$ cat config.mk
export PLATFORM = sky130hd
export DESIGN_NAME = acv_check_unit_flat
export DESIGN_NICKNAME = d
export VERILOG_FILES = /design/src/rtl/acv_pkg.sv /design/src/rtl/acv_check_unit_if.sv /design/src/rtl/acv_rr_arb.sv /design/src/rtl/acv_check_unit.sv /design/src/flat_wrapper.sv
export SDC_FILE = /design/constraint.sdc
export NUM_CORES = 1
export LEC_CHECK = 0
export ABC_AREA = 1
export BUFFER_PORTS_ARGS = -buffer_cell sky130_fd_sc_hd__buf_2
export CAP_MARGIN = 5
export CORE_ASPECT_RATIO = 1.25
export CORE_UTILIZATION = 53
export CTS_BUF_LIST = sky130_fd_sc_hd__clkbuf_4 sky130_fd_sc_hd__clkbuf_8
export CTS_CLUSTER_DIAMETER = 80
export DETAILED_ROUTE_END_ITERATION = 8
export PLACE_DENSITY = 0.92
export RECOVER_POWER = 50
export SLEW_MARGIN = 20
export SYNTH_ARGS = -nofsm -noshare
export SYNTH_HDL_FRONTEND = slang
export SYNTH_HIERARCHICAL = 1
export SYNTH_SLANG_ARGS = --single-unit
$ cat constraint.sdc
create_clock -name b_clk_h -period 4.3 [get_ports b_clk_h]
set_clock_uncertainty 0.05 [all_clocks]
set_input_delay 0.86 -clock b_clk_h [delete_from_list [all_inputs] [get_ports b_clk_h]]
set_output_delay 0.86 -clock b_clk_h [all_outputs]
set_load 0.005 [all_outputs]
$ cat src/rtl/acv_pkg.sv
// Shared types, encodings and protection helpers for the access-violation checker.
package acv_pkg;

  localparam logic [1:0] SIZE_BYTE = 2'd0;
  localparam logic [1:0] SIZE_WORD = 2'd1;
  localparam logic [1:0] SIZE_LONG = 2'd2;
  localparam logic [1:0] SIZE_QUAD = 2'd3;

  localparam logic [1:0] MODE_KERNEL = 2'd0;
  localparam logic [1:0] MODE_EXEC   = 2'd1;
  localparam logic [1:0] MODE_SUPER  = 2'd2;
  localparam logic [1:0] MODE_USER   = 2'd3;

  typedef enum logic [1:0] {
    ST_IDLE  = 2'd0,
    ST_LOOK1 = 2'd1,
    ST_LOOK2 = 2'd2,
    ST_RESP  = 2'd3
  } acv_state_e;

  typedef struct packed {
    logic acv;
    logic tnv;
    logic xpage;
    logic fpage;
  } acv_flags_t;

  // prot[3:2] is the read limit, prot[1:0] the write limit; a write limit also grants read.
  function automatic logic prot_ok(input logic [3:0] prot, input logic [1:0] mode,
                                   input logic write);
    if (prot == 4'b0000) return 1'b0;
    if (write) return (mode <= prot[1:0]);
    return (mode <= prot[3:2]) || (mode <= prot[1:0]);
  endfunction

  function automatic logic [3:0] bytes_of(input logic [1:0] size);
    return 4'd1 << size;
  endfunction

endpackage

$ cat src/rtl/acv_check_unit_if.sv
// Request, PTE-lookup, mode-register and response signals of the access-violation checker.
interface acv_check_unit_if #(
  parameter int unsigned VA_W      = 32,
  parameter int unsigned PAGE_BITS = 9,
  parameter int unsigned NCH       = 2
);
  localparam int unsigned CH_W  = (NCH > 1) ? $clog2(NCH) : 1;
  localparam int unsigned VPN_W = VA_W - PAGE_BITS;

  logic [NCH-1:0]      req_valid_h;
  logic [NCH*VA_W-1:0] req_va_h;
  logic [NCH*2-1:0]    req_size_h;
  logic [NCH-1:0]      req_write_h;
  logic [NCH-1:0]      req_mode_ovr_h;
  logic [NCH*2-1:0]    req_mode_h;
  logic [NCH-1:0]      req_ready_h;

  logic                pte_req_h;
  logic [VPN_W-1:0]    pte_vpn_h;
  logic                pte_ack_h;
  logic                pte_valid_h;
  logic [3:0]          pte_prot_h;

  logic                mode_wr_h;
  logic [1:0]          mode_d_h;
  logic                mme_wr_h;
  logic                mme_d_h;
  logic [1:0]          cur_mode_h;
  logic                mme_h;

  logic                rsp_valid_h;
  logic                rsp_ready_h;
  logic [CH_W-1:0]     rsp_ch_h;
  logic                rsp_acv_h;
  logic                rsp_tnv_h;
  logic                rsp_xpage_h;
  logic                rsp_fpage_h;

  // Requesters, PTE source and response consumer
  modport master (
    output req_valid_h, req_va_h, req_size_h, req_write_h, req_mode_ovr_h, req_mode_h,
    input  req_ready_h,
    input  pte_req_h, pte_vpn_h,
    output pte_ack_h, pte_valid_h, pte_prot_h,
    output mode_wr_h, mode_d_h, mme_wr_h, mme_d_h,
    input  cur_mode_h, mme_h,
    input  rsp_valid_h, rsp_ch_h, rsp_acv_h, rsp_tnv_h, rsp_xpage_h, rsp_fpage_h,
    output rsp_ready_h
  );

  // Checker side
  modport slave (
    input  req_valid_h, req_va_h, req_size_h, req_write_h, req_mode_ovr_h, req_mode_h,
    output req_ready_h,
    output pte_req_h, pte_vpn_h,
    input  pte_ack_h, pte_valid_h, pte_prot_h,
    input  mode_wr_h, mode_d_h, mme_wr_h, mme_d_h,
    output cur_mode_h, mme_h,
    output rsp_valid_h, rsp_ch_h, rsp_acv_h, rsp_tnv_h, rsp_xpage_h, rsp_fpage_h,
    input  rsp_ready_h
  );

endinterface

$ cat src/rtl/acv_rr_arb.sv
// Round-robin arbiter: grants the first requester at or after the pointer.
module acv_rr_arb #(
  parameter  int unsigned NCH  = 2,
  localparam int unsigned CH_W = (NCH > 1) ? $clog2(NCH) : 1
) (
  input  logic            clk,
  input  logic            rst,
  input  logic [NCH-1:0]  req,
  input  logic            advance,
  output logic [NCH-1:0]  gnt_c,
  output logic [CH_W-1:0] gnt_idx_c
);

  logic [CH_W-1:0] ptr_q, ptr_d;
  logic [CH_W-1:0] cand_c;
  logic            found_c;

  always_comb begin
    gnt_c     = '0;
    gnt_idx_c = '0;
    found_c   = 1'b0;
    cand_c    = '0;
    for (int unsigned k = 0; k < NCH; k++) begin
      cand_c = CH_W'((32'(ptr_q) + k) % NCH);
      if (!found_c && req[cand_c]) begin
        found_c        = 1'b1;
        gnt_c[cand_c]  = 1'b1;
        gnt_idx_c      = cand_c;
      end
    end
  end

  // Pointer moves to the channel just past the one granted
  always_comb begin
    ptr_d = ptr_q;
    if (advance && found_c) begin
      ptr_d = (32'(gnt_idx_c) == NCH - 1) ? '0 : CH_W'(32'(gnt_idx_c) + 32'd1);
    end
  end

  always_ff @(posedge clk or posedge rst) begin
    if (rst) ptr_q <= '0;
    else     ptr_q <= ptr_d;
  end

endmodule

$ cat src/rtl/acv_check_unit.sv
// Multi-channel access-violation checker: arbitrates requests, fetches page protection
// over the PTE handshake (two lookups for page-crossing accesses), returns a registered result.
module acv_check_unit
  import acv_pkg::*;
#(
  parameter int unsigned VA_W      = 32,
  parameter int unsigned PAGE_BITS = 9,
  parameter int unsigned NCH       = 2
) (
  input logic              b_clk_h,
  input logic              init_h,
  acv_check_unit_if.slave  bus
);

  localparam int unsigned CH_W   = (NCH > 1) ? $clog2(NCH) : 1;
  localparam int unsigned VPN_W  = VA_W - PAGE_BITS;
  localparam int unsigned SPAN_W = PAGE_BITS + 1;

  acv_state_e       state_q, state_d;

  logic [NCH-1:0]   gnt_c;
  logic [CH_W-1:0]  gnt_idx_c;
  logic             accept_c;

  logic [VA_W-1:0]  sel_va_c;
  logic [1:0]       sel_size_c;
  logic [1:0]       sel_mode_c;
  logic             sel_write_c;
  logic [SPAN_W-1:0] span_c;
  logic             sel_xpage_c;

  logic             ok_c;
  logic             fault_c;

  logic [CH_W-1:0]  lk_ch_q, lk_ch_d;
  logic [VPN_W-1:0] lk_vpn_q, lk_vpn_d;
  logic             lk_wr_q, lk_wr_d;
  logic [1:0]       lk_mode_q, lk_mode_d;
  logic             lk_xpage_q, lk_xpage_d;

  logic             pte_req_q, pte_req_d;
  logic [VPN_W-1:0] pte_vpn_q, pte_vpn_d;
  logic             rsp_valid_q, rsp_valid_d;
  logic [CH_W-1:0]  rsp_ch_q, rsp_ch_d;
  acv_flags_t       rsp_q, rsp_d;
  logic [1:0]       cur_mode_q, cur_mode_d;
  logic             mme_q, mme_d;

  // Accept is also blocked while reset is held so req_ready_h reads 0
  assign accept_c = (state_q == ST_IDLE) && !init_h && (|bus.req_valid_h);

  acv_rr_arb #(.NCH(NCH)) u_arb (
    .clk       (b_clk_h),
    .rst       (init_h),
    .req       (bus.req_valid_h),
    .advance   (accept_c),
    .gnt_c     (gnt_c),
    .gnt_idx_c (gnt_idx_c)
  );

  always_comb begin
    sel_va_c    = bus.req_va_h[32'(gnt_idx_c) * VA_W +: VA_W];
    sel_size_c  = bus.req_size_h[32'(gnt_idx_c) * 2 +: 2];
    sel_write_c = bus.req_write_h[gnt_idx_c];
    sel_mode_c  = bus.req_mode_ovr_h[gnt_idx_c] ? bus.req_mode_h[32'(gnt_idx_c) * 2 +: 2]
                                                : cur_mode_q;
    span_c      = SPAN_W'(sel_va_c[PAGE_BITS-1:0]) + SPAN_W'(bytes_of(sel_size_c))
                - SPAN_W'(1);
    sel_xpage_c = span_c[SPAN_W-1];
    ok_c        = prot_ok(bus.pte_prot_h, lk_mode_q, lk_wr_q);
    fault_c     = !ok_c || !bus.pte_valid_h;
  end

  // Next-state logic
  always_comb begin
    state_d = state_q;
    case (state_q)
      ST_IDLE:  if (accept_c) state_d = mme_q ? ST_LOOK1 : ST_RESP;
      ST_LOOK1: if (bus.pte_ack_h) state_d = (fault_c || !lk_xpage_q) ? ST_RESP : ST_LOOK2;
      ST_LOOK2: if (bus.pte_ack_h) state_d = ST_RESP;
      ST_RESP:  if (bus.rsp_ready_h) state_d = ST_IDLE;
      default:  state_d = ST_IDLE;
    endcase
  end

  // Datapath and registered-output next values
  always_comb begin
    lk_ch_d    = lk_ch_q;
    lk_vpn_d   = lk_vpn_q;
    lk_wr_d    = lk_wr_q;
    lk_mode_d  = lk_mode_q;
    lk_xpage_d = lk_xpage_q;
    rsp_ch_d   = rsp_ch_q;
    rsp_d      = rsp_q;
    cur_mode_d = bus.mode_wr_h ? bus.mode_d_h : cur_mode_q;
    mme_d      = bus.mme_wr_h ? bus.mme_d_h : mme_q;

    if (accept_c) begin
      lk_ch_d    = gnt_idx_c;
      lk_vpn_d   = sel_va_c[VA_W-1:PAGE_BITS];
      lk_wr_d    = sel_write_c;
      lk_mode_d  = sel_mode_c;
      lk_xpage_d = sel_xpage_c;
      if (!mme_q) begin
        rsp_ch_d = gnt_idx_c;
        rsp_d    = '{acv: 1'b0, tnv: 1'b0, xpage: sel_xpage_c, fpage: 1'b0};
      end
    end

    if ((state_q == ST_LOOK1 || state_q == ST_LOOK2) && state_d == ST_RESP) begin
      rsp_ch_d = lk_ch_q;
      rsp_d    = '{acv: !ok_c, tnv: !bus.pte_valid_h, xpage: lk_xpage_q,
                   fpage: (state_q == ST_LOOK2) && fault_c};
    end

    pte_req_d = (state_d == ST_LOOK1) || (state_d == ST_LOOK2);
    pte_vpn_d = '0;
    if (state_d == ST_LOOK1)      pte_vpn_d = lk_vpn_d;
    else if (state_d == ST_LOOK2) pte_vpn_d = lk_vpn_q + VPN_W'(1);
    rsp_valid_d = (state_d == ST_RESP);
  end

  always_ff @(posedge b_clk_h or posedge init_h) begin
    if (init_h) begin
      state_q     <= ST_IDLE;
      lk_ch_q     <= '0;
      lk_vpn_q    <= '0;
      lk_wr_q     <= 1'b0;
      lk_mode_q   <= '0;
      lk_xpage_q  <= 1'b0;
      pte_req_q   <= 1'b0;
      pte_vpn_q   <= '0;
      rsp_valid_q <= 1'b0;
      rsp_ch_q    <= '0;
      rsp_q       <= '0;
      cur_mode_q  <= '0;
      mme_q       <= 1'b0;
    end else begin
      state_q     <= state_d;
      lk_ch_q     <= lk_ch_d;
      lk_vpn_q    <= lk_vpn_d;
      lk_wr_q     <= lk_wr_d;
      lk_mode_q   <= lk_mode_d;
      lk_xpage_q  <= lk_xpage_d;
      pte_req_q   <= pte_req_d;
      pte_vpn_q   <= pte_vpn_d;
      rsp_valid_q <= rsp_valid_d;
      rsp_ch_q    <= rsp_ch_d;
      rsp_q       <= rsp_d;
      cur_mode_q  <= cur_mode_d;
      mme_q       <= mme_d;
    end
  end

  assign bus.req_ready_h = accept_c ? gnt_c : '0;
  assign bus.pte_req_h   = pte_req_q;
  assign bus.pte_vpn_h   = pte_vpn_q;
  assign bus.cur_mode_h  = cur_mode_q;
  assign bus.mme_h       = mme_q;
  assign bus.rsp_valid_h = rsp_valid_q;
  assign bus.rsp_ch_h    = rsp_ch_q;
  assign bus.rsp_acv_h   = rsp_q.acv;
  assign bus.rsp_tnv_h   = rsp_q.tnv;
  assign bus.rsp_xpage_h = rsp_q.xpage;
  assign bus.rsp_fpage_h = rsp_q.fpage;

endmodule

$ cat src/flat_wrapper.sv
// flat-port wrapper written by rule: the top's interface ports become plain ports
module acv_check_unit_flat import acv_pkg::*;
#(
  parameter int unsigned VA_W      = 32,
  parameter int unsigned PAGE_BITS = 9,
  parameter int unsigned NCH       = 2
)
  (b_clk_h, init_h, bus_req_valid_h, bus_req_va_h, bus_req_size_h, bus_req_write_h, bus_req_mode_ovr_h, bus_req_mode_h, bus_req_ready_h, bus_pte_req_h, bus_pte_vpn_h, bus_pte_ack_h, bus_pte_valid_h, bus_pte_prot_h, bus_mode_wr_h, bus_mode_d_h, bus_mme_wr_h, bus_mme_d_h, bus_cur_mode_h, bus_mme_h, bus_rsp_valid_h, bus_rsp_ch_h, bus_rsp_acv_h, bus_rsp_tnv_h, bus_rsp_xpage_h, bus_rsp_fpage_h, bus_rsp_ready_h);
  acv_check_unit_if #(.VA_W(VA_W), .PAGE_BITS(PAGE_BITS), .NCH(NCH)) bus_i ();
  input logic b_clk_h;
  input logic init_h;
  input wire logic [$bits(bus_i.req_valid_h)-1:0] bus_req_valid_h;
  input wire logic [$bits(bus_i.req_va_h)-1:0] bus_req_va_h;
  input wire logic [$bits(bus_i.req_size_h)-1:0] bus_req_size_h;
  input wire logic [$bits(bus_i.req_write_h)-1:0] bus_req_write_h;
  input wire logic [$bits(bus_i.req_mode_ovr_h)-1:0] bus_req_mode_ovr_h;
  input wire logic [$bits(bus_i.req_mode_h)-1:0] bus_req_mode_h;
  output wire logic [$bits(bus_i.req_ready_h)-1:0] bus_req_ready_h;
  output wire logic [$bits(bus_i.pte_req_h)-1:0] bus_pte_req_h;
  output wire logic [$bits(bus_i.pte_vpn_h)-1:0] bus_pte_vpn_h;
  input wire logic [$bits(bus_i.pte_ack_h)-1:0] bus_pte_ack_h;
  input wire logic [$bits(bus_i.pte_valid_h)-1:0] bus_pte_valid_h;
  input wire logic [$bits(bus_i.pte_prot_h)-1:0] bus_pte_prot_h;
  input wire logic [$bits(bus_i.mode_wr_h)-1:0] bus_mode_wr_h;
  input wire logic [$bits(bus_i.mode_d_h)-1:0] bus_mode_d_h;
  input wire logic [$bits(bus_i.mme_wr_h)-1:0] bus_mme_wr_h;
  input wire logic [$bits(bus_i.mme_d_h)-1:0] bus_mme_d_h;
  output wire logic [$bits(bus_i.cur_mode_h)-1:0] bus_cur_mode_h;
  output wire logic [$bits(bus_i.mme_h)-1:0] bus_mme_h;
  output wire logic [$bits(bus_i.rsp_valid_h)-1:0] bus_rsp_valid_h;
  output wire logic [$bits(bus_i.rsp_ch_h)-1:0] bus_rsp_ch_h;
  output wire logic [$bits(bus_i.rsp_acv_h)-1:0] bus_rsp_acv_h;
  output wire logic [$bits(bus_i.rsp_tnv_h)-1:0] bus_rsp_tnv_h;
  output wire logic [$bits(bus_i.rsp_xpage_h)-1:0] bus_rsp_xpage_h;
  output wire logic [$bits(bus_i.rsp_fpage_h)-1:0] bus_rsp_fpage_h;
  input wire logic [$bits(bus_i.rsp_ready_h)-1:0] bus_rsp_ready_h;
  assign bus_i.req_valid_h = bus_req_valid_h;
  assign bus_i.req_va_h = bus_req_va_h;
  assign bus_i.req_size_h = bus_req_size_h;
  assign bus_i.req_write_h = bus_req_write_h;
  assign bus_i.req_mode_ovr_h = bus_req_mode_ovr_h;
  assign bus_i.req_mode_h = bus_req_mode_h;
  assign bus_req_ready_h = bus_i.req_ready_h;
  assign bus_pte_req_h = bus_i.pte_req_h;
  assign bus_pte_vpn_h = bus_i.pte_vpn_h;
  assign bus_i.pte_ack_h = bus_pte_ack_h;
  assign bus_i.pte_valid_h = bus_pte_valid_h;
  assign bus_i.pte_prot_h = bus_pte_prot_h;
  assign bus_i.mode_wr_h = bus_mode_wr_h;
  assign bus_i.mode_d_h = bus_mode_d_h;
  assign bus_i.mme_wr_h = bus_mme_wr_h;
  assign bus_i.mme_d_h = bus_mme_d_h;
  assign bus_cur_mode_h = bus_i.cur_mode_h;
  assign bus_mme_h = bus_i.mme_h;
  assign bus_rsp_valid_h = bus_i.rsp_valid_h;
  assign bus_rsp_ch_h = bus_i.rsp_ch_h;
  assign bus_rsp_acv_h = bus_i.rsp_acv_h;
  assign bus_rsp_tnv_h = bus_i.rsp_tnv_h;
  assign bus_rsp_xpage_h = bus_i.rsp_xpage_h;
  assign bus_rsp_fpage_h = bus_i.rsp_fpage_h;
  assign bus_i.rsp_ready_h = bus_rsp_ready_h;
  acv_check_unit #(.VA_W(VA_W), .PAGE_BITS(PAGE_BITS), .NCH(NCH)) u_core (.b_clk_h(b_clk_h), .init_h(init_h), .bus(bus_i));
endmodule
==> key figures, run 1 <==
CTS
  • Reg clk slew, reported paths: roughly 0.070 ns
  • CTS sink count: 64
  • H-tree Lvls: 3
  • Skew-Pair Late Insertion Delay: roughly 0.35 ns
  • Hold_buf cts: 0
  • TritonCTS clock tree: yes
  • CTS root buffer: clkbuf_8
  • Num CTS Buffers: 9
  • Max clock buf depth: 2
  • # Post-CTS Setup Buffers: 0
  • Resized cells post-CTS: 0

Setup path
  • CP cell instances: buf_2 -> a21boi_4 -> inv_1 -> nand2_1 -> nand2_1 -> nand2_1 -> ha_1 -> inv_1 -> ha_1 -> inv_1 -> nor2_1 -> nand2_1 -> nand2_1 -> nand2_1 -> nand2_1 -> nand2_1 -> nand2_1 -> nand2_1 -> nand3_1 -> nand2_1
  • Largest fanout on the critical path: 35
  • CP arrival: ~3.5 ns
  • Worst reg2reg path depth: 20
  • Kind of cell adding the most delay to the critical path: buffers and inverters
  • Most frequent cell on the critical path: nand2_1
  • Crit-path slowest cell: inv_1
  • Internal reg-to-reg setup slack: 1.12 ns
  • Kind of critical path: primary input to flop
  • Crit path required time: between 4 and 5 ns
  • Setup crit end kind: flop
  • Reg2reg end: u_core/lk_xpage_q
  • Slowest stage delay, CP: approximately 0.8 ns
  • WP buf/inv: 4
  • Startpoint Class: primary input

Finish
  • ANT cells: 0
  • Area Overhead vs Synth: 22.49%
  • Post-layout util: roughly two thirds
  • Layout Nets: 766
  • Share of layout cells above drive strength 1: approximately 26%

Place
  • Setup slack at placement: about 0.77 ns
  • RePlAce Congestion: between 0.9 and 1
  • PortBufs: 126
  • Placed wire-length estimate: between 7000 and 8000 um

Global routing
  • GRT Util Overall: ~28%
  • First-pass GRT wire length: around 17000 um
  • Antenna violations before repair: 0
  • Vias in the first global route: slightly above 4000
  • Gr ovfl total: 0
  • Largest net degree at the start of global routing: 64

Die
  • Vert. Die Dim: 98.52 um
  • Die W: between 70 and 80 um
  • Io pins: around 130
  • Die Area: approximately 0.0078 mm2
  • Row cnt: 34
  • Core Region: 0.007104 mm2
  • Starting Density: a little under three fifths

Drt
  • Wire per inst: around 14 um
  • Number of routed nets with antenna violations: 0
  • WL final: approximately 10000 um
  • Vias: a little over 4000
  • Drt via density: 5.493
  • 1st-iter DRT viols: between 300 and 400
  • Router iterations before antenna repair: 5
  • Drt drc: 0

Logic synthesis
  • Leading cell types by count after synthesis: nand2_1 (157), inv_1 (66), dfrtp_1 (64), nor2_1 (53), a31oi_1 (28)
  • Xor/xnor cell area share of the yosys netlist: less than 1%
  • Simple-Gate Fraction of Synth Area: about 28%
  • Post-Syn Instances: about 530
  • Synth Cell Area: between 0.003 and 0.004 mm2
  • Top cells by area, synth: dfrtp_1 (41%), nand2_1 (15%), ha_1 (7.3%)
  • Post-synthesis async set-or-reset flop share: 100.0%
  • Count of cell types in the netlist: 39
  • Count leader, synth: nand2_1
  • Syn avg cell area: 7.481 um2
  • EDFF count, synth: 0
  • Post-synth top area share: 40.54%
  • Largest family of logic cells by synthesized area: simple AND/OR/NAND/NOR gates
  • Primary FF master, synth: dfrtp_1
  • Adder-cell area share of the yosys netlist: around 7.3%
  • Post-synth top area cell: dfrtp_1
  • Post-synthesis sequential area ratio: about two fifths
  • Synth warn: 6
  • Mux cell area share after synthesis: under 10%
  • Compound-gate portion of the synthesized area: 13.37%
  • Synthesized flop and latch total: 64
  • Syn_nets: approximately 640

Timing
  • Post-layout min period: roughly 3.4 ns
  • Final WS setup: 0.9491 ns
  • Final hold vios: 0
  • Setup Viol. Count Final: 0
  • Crit share post-route: 77.93%
  • Fin. max-slew vios: 64
  • Slew headroom: -0.8502%
  • Unrepaired setup endpoints after global routing: no
  • Achievable Freq: 298.4 MHz
  • Setup_tns: 0 ns
  • Slew @ Worst Pin: approximately 1.5 ns

Worst hold path
  • Hold crit path type: primary input to async pin

Pwr
  • VDD IR max: about 0.41 mV
  • Leakage: between 0.002 and 0.003 uW
  • Power Density: roughly 670 mW/mm2

Status
  • Failing checks: max-capacitance violations, max-slew violations
  • Status: finished, violations left

Run
  • Max Cap Viol: 1
cell usage in the layout, fill, tap and decap left out, types with 4 or more instances in the layout:
master / synthesis / layout
a21oi_1: 9 / 9
o21ai_1: 11 / 11
or2_2: 4 / 4
dfrtp_1: 64 / 64
clkbuf_8: 0 / 10
nand2_1: 157 / 157
a31oi_1: 28 / 28
nor2_1: 53 / 53
o21ai_0: 19 / 19
nand3_1: 19 / 19
inv_1: 66 / 66
inv_2: 6 / 5
nand4_1: 10 / 10
buf_2: 10 / 123
ha_1: 23 / 23
a22o_1: 4 / 4
sequential cells by signal, indices dropped and copies added (netlist names), named ones only:
signal and flops:
u_core/lk_mode_q 2, u_core/bus.rsp_acv_h 1, u_core/bus.rsp_tnv_h 1, u_core/bus.rsp_ch_h 1, u_core/bus.pte_vpn_h 23, u_core/lk_vpn_q 23, u_core/bus.rsp_fpage_h 1, u_core/bus.rsp_xpage_h 1
u_core/lk_wr_q 1, u_core/bus.mme_h 1, u_core/state_q 2, u_core/bus.cur_mode_h 2, u_core/lk_xpage_q 1, u_core/bus.pte_req_h 1, u_core/lk_ch_q 1, u_core/bus.rsp_valid_h 1
cells by family (layout without fill, tap and decap cells):
group / count (synthesis) / after routing
buf+inv: 90 / 218
compound gates: 85 / 85
xor+xnor: 2 / 2
flops: 64 / 64
simple gates: 258 / 258
fa+ha+maj: 23 / 23
mux: 6 / 6
how the worst max path moves through the flow:
stage	from	slack (ns)	to	cells after the start
after floorplan	init_h	0.26	u_core/bus.pte_vpn_h[12]	15
after global placement	bus_pte_prot_h[3]	0.93	u_core/bus.pte_vpn_h[7]	20
after detailed placement	bus_pte_prot_h[3]	0.77	u_core/bus.pte_vpn_h[8]	20
after CTS	bus_pte_prot_h[3]	1.11	u_core/bus.pte_vpn_h[8]	20
after global routing	bus_req_valid_h[1]	0.63	u_core/bus.rsp_xpage_h	20
final	bus_req_valid_h[1]	0.95	u_core/lk_xpage_q	20
metrics by stage:
stage	instances	area [um2]	hold WS (ns)	power, uW
after floorplan	528	3950	0.4034	2207
after global placement	730	4643	0.4174	2617
after detailed placement	730	4643	0.4243	2717
after CTS	746	4845	0.2976	3243
after global routing	746	4838	0.3012	3547
final	746	4838	0.2934	3259
final cells by class:
type	count	area (um2)
well taps	90	112.6
clock buffers	11	145.1
inverters	72	270.3
repair buffers	130	654.4
fillers	558	2266
flip-flops and latches	64	1602
multi-input cells	374	1998
clock inverters	5	56.30
where the power goes:
part	switching, uW	leakage, uW	internal (uW)
clock	229	0.000103	289
sequential	227	0.000776	881
combinational	1020	0.00178	611
total	1480	0.00266	1780
layer usage:
metal	GRT usage, %	wire, um	up-vias
li1	-	-	1966
met1	31.50	4066	1902
met2	49.20	5303	187
met3	5.556	641	43
met4	17.48	404	0
met5	0	0	-
Power figures use the tool's default switching activity.
==> run 2: changes to the inputs <==
Settings changed: ABC_AREA 1 to 0, CORE_UTILIZATION 53 to 48, PLACE_DENSITY 0.92 to 0.88.
Clock period 4.3 ns to 2.7 ns, I/O delays scaled along.
==> run 2 against run 1 <==
Net effect:
- the run ends with max-capacitance violations, max-slew violations, negative setup slack left
- flip-flop and latch count is the same
- critical path depth is 6 lower
- highest routed layer unchanged
- synthesized area is 2.8% lower
- cell count is 13% lower
- non-clock buffer count is 30 higher
- sequential share of layout area down 2.0 points
- largest cell class unchanged
==> key figures, run 2 <==
Logic synthesis
  • Post-synthesis sequential area ratio: 41.69% (+1.1 points)
  • Post-synth top area share: 41.69% (+1.1 points)
  • Synthesized flop and latch total: 64 (unchanged)
  • Synth Cell Area: 0.003841 mm2 (-2.8%)
  • Syn avg cell area: 9.700 um2 (+30%)
  • Count leader, synth: dfrtp_1
  • Post-synth top area cell: dfrtp_1
  • Post-synthesis async set-or-reset flop share: 100.0% (unchanged)
  • Syn_nets: 511 (-21%)
  • Top cells by area, synth: dfrtp_1 (42%), mux2i_1 (9.4%), ha_1 (7.5%)
  • Primary FF master, synth: dfrtp_1
  • Leading cell types by count after synthesis: dfrtp_1 (64), nand2_1 (54), mux2i_1 (36), o21ai_0 (29), inv_1 (27)
  • Count of cell types in the netlist: 50 (+28%)
  • Synth warn: 6 (unchanged)
  • EDFF count, synth: 0 (unchanged)
  • Post-Syn Instances: 396 (-25%)

Global routing
  • GRT Util Overall: 23.40% (-5.0 points)
  • Gr ovfl total: 0 (unchanged)
  • Vias in the first global route: 3479 (-14%)
  • Largest net degree at the start of global routing: 64 (unchanged)
  • First-pass GRT wire length: 14990 um (-13%)
  • Antenna violations before repair: 0 (unchanged)

Pwr
  • VDD IR max: 0.6131 mV (+50%)
  • Power Density: 983.3 mW/mm2 (+46%)
  • Sw Share: 41.30% (-4.1 points)
  • Combinational fraction of design power: 52.0% (+1.9 points)
  • Clock power share: 14.6% (-1.3 points)
  • Power Internal: 2973 uW (+67%)
  • Sequential share of power: 33.5% (-0.5 points)
  • Psw: 2092 uW (+41%)
  • Leakage: 0.002532 uW (-4.8%)

Finish
  • Commonest non-fill, non-tap cell in the layout: buf_2
  • Final Non-Filler Cells: 649 (-13%)
  • Fillcell total: 601 (+7.7%)
  • Reg area: 0.001603 mm2 (about the same)
  • Most frequent cells in the layout: buf_2 (120), dfrtp_1 (63), nand2_1 (53), mux2i_1 (34), o21ai_0 (27)
  • Area Overhead vs Synth: 34.07%
  • ANT cells: 0 (unchanged)
  • Layout Nets: 665 (-13%)
  • Fin area: 0.005150 mm2 (+6.4%)
  • Share of layout cells above drive strength 1: 37.73% (+12 points)
  • Footprint of the multi-input gates: 0.002208 mm2 (+11%)

Die
  • Vert. Die Dim: 102.0 um (+3.5%)
  • Core Region: 0.007792 mm2 (+9.7%)
  • Die W: 82.01 um (+3.5%)
  • Row cnt: 36 (+5.9%)
  • Die Area: 0.008366 mm2 (+7.2%)
  • Io pins: 127 (unchanged)
  • Starting Density: 49.29% (-6.3 points)

Drt
  • WL met2: 5268 um (-0.66%)
  • Met3 WL: 486 um (-24%)
  • Drt drc: 0 (unchanged)
  • Vias: 3566 (-13%)
  • Metal1 wirelength: 3775 um (-7.2%)
  • Wire per inst: 15.08 um (+8.0%)
  • DR top layer: met4
  • 1st-iter DRT viols: 186 (-50%)
  • Router iterations before antenna repair: 4 (-1)
  • WL final: 9787 um (-6.0%)
  • Drt via density: 5.495 (about the same)
  • Number of routed nets with antenna violations: 0 (unchanged)

Place
  • Dpl cells: 624 (-15%)
  • RePlAce Congestion: 0.8584 (-6.0%)
  • Cell Area, Placed: 0.004798 mm2 (+3.3%)
  • PortBufs: 126 (unchanged)
  • Placed wire-length estimate: 7039 um (-8.5%)
  • Setup slack at placement: -0.3494 ns (-1.116 ns)

Timing
  • Crit share post-route: 100.1%
  • Slew headroom: -1.480% (-0.63 points)
  • Unrepaired setup endpoints after global routing: yes
  • Setup Viol. Count Final: 1 (+1)
  • Setup_tns: -0.003418 ns (-0.003418 ns)
  • Post-layout min period: between 2 and 3 ns
  • Slew @ Worst Pin: 1.522 ns (+0.009441 ns)
  • Fin. max-slew vios: 64 (unchanged)
  • Final WS setup: -0.003418 ns (-0.9525 ns)
  • Achievable Freq: ~370 MHz
  • Final hold vios: 0 (unchanged)

CTS
  • Reg clk slew, reported paths: 0.07 ns (about the same)
  • Skew-Pair Late Insertion Delay: 0.33 ns (-0.02 ns)
  • Hold_buf cts: 0 (unchanged)
  • H-tree Lvls: 3 (unchanged)
  • TritonCTS clock tree: yes
  • CTS sink count: 64 (unchanged)
  • CTS root buffer: clkbuf_8
  • Num CTS Buffers: 9 (unchanged)
  • Max clock buf depth: 2 (unchanged)

Setup path
  • Crit path required time: 2.91 ns (-1.57 ns)
  • CP arrival: 2.91 ns (-0.62 ns)
  • Largest fanout on the critical path: 11 (-69%)
  • Startpoint Class: flop
  • Setup crit end kind: flop
  • Kind of critical path: flop to flop

Run
  • Max Cap Viol: 1 (unchanged)

Status
  • Failing checks: max-capacitance violations, max-slew violations, negative setup slack
  • Status: finished, violations left

Worst hold path
  • Hold crit path type: primary input to async pin
[run 2: changes by cell type after synthesis, moves of 9 or more]
cell       delta
nor2_1       -33
o21ai_0      +10
xnor2_1       +9
a31oi_1      -26
o2bb2ai_1    +17
o21ai_1      -11
nand2_1     -103
mux2i_1      +33
xor2_1        +9
nand3_1      -13
inv_1        -39
[run 2: layout make-up]
class / instances / share of cell area (%)
multi-input combinational: 287 / 42.88
tap: 95 / 2.308
inverter: 28 / 2.114
clock buffer: 12 / 3.086
timing repair buffer: 160 / 18.15
clock inverter: 3 / 0.3401
sequential: 64 / 31.12
[run 2: power groups by stage]
| stage | registers (uW) | logic (uW) | clock network [uW] |
|---|---|---|---|
| floorplan | 1620 | 1620 | 0 |
| global placement | 1670 | 2290 | 0 |
| detailed placement | 1690 | 2400 | 0 |
| CTS | 1680 | 2450 | 749 |
| global route | 1750 | 2910 | 776 |
| finish | 1700 | 2630 | 737 |
[run 2: cells by family after synthesis]
family,after synthesis,synth area share (%)
AO/OA/AOI/OAI,85,14.89
AND/OR/NAND/NOR,116,15.31
flip-flops,64,41.69
multiplexers,43,11.43
XOR/XNOR,20,4.560
buffers and inverters,45,4.625
adder cells (fa/ha/maj),23,7.492
[run 2: path summary, 6_finish.rpt]
kind / slack, ns / cells past startpoint / start / to
max: -0.003 / 14 / u_core/lk_mode_q[1] / u_core/bus.rsp_xpage_h
min: 0.08 / 2 / init_h / async pin
max reg2reg: -0.003 / 14 / u_core/lk_mode_q[1] / u_core/bus.rsp_xpage_h
min reg2reg: 0.45 / 2 / u_core/lk_wr_q / u_core/lk_wr_q
max in group asynchronous: 0.81 / 3 / init_h / u_core/state_q[0]
min in group b_clk_h: 0.36 / 2 / bus_pte_valid_h / u_core/bus.rsp_tnv_h
[run 2: through the flow]
step / hold slack [ns] / util [%] / power, uW
6_report: 0.07629 / 66.09 / 5064
5_1_grt: 0.07412 / 66.09 / 5429
4_1_cts: 0.02732 / 64.32 / 4872
3_5_place_dp: 0.3847 / 61.58 / 4084
3_3_place_gp: 0.3766 / 61.58 / 3962
2_1_floorplan: 0.2187 / - / 3241
[run 2: timing repair]
action                                  in CTS  in global routing
pin swaps                                    4                 10
buffers inserted                             3                  5
gates resized for setup                      3                 17
endpoints found under the hold margin        0                  0
endpoints found under the setup margin       4                  3
cloned                                       1                  1
[run 2: critical path: stages, from the launching register on]
cell and delay, ns:
dfrtp_1 0.44, ha_4 0.29, nor2b_4 0.13, o21ai_2 0.07, a221oi_2 0.26, nor3b_1 0.09
buf_4 0.17, a41oi_4 0.25, ha_4 0.18, nand2_2 0.06, buf_6 0.14, nand2b_1 0.10
o22ai_1 0.10, a41o_1 0.21, nor2_1 0.08
[run 2: routing by layer]
layer	global-route usage, %	vias to the layer above
li1	-	1723
met1	25.78	1688
met2	42.53	132
met3	5.089	23
met4	9.852	0
met5	0	-
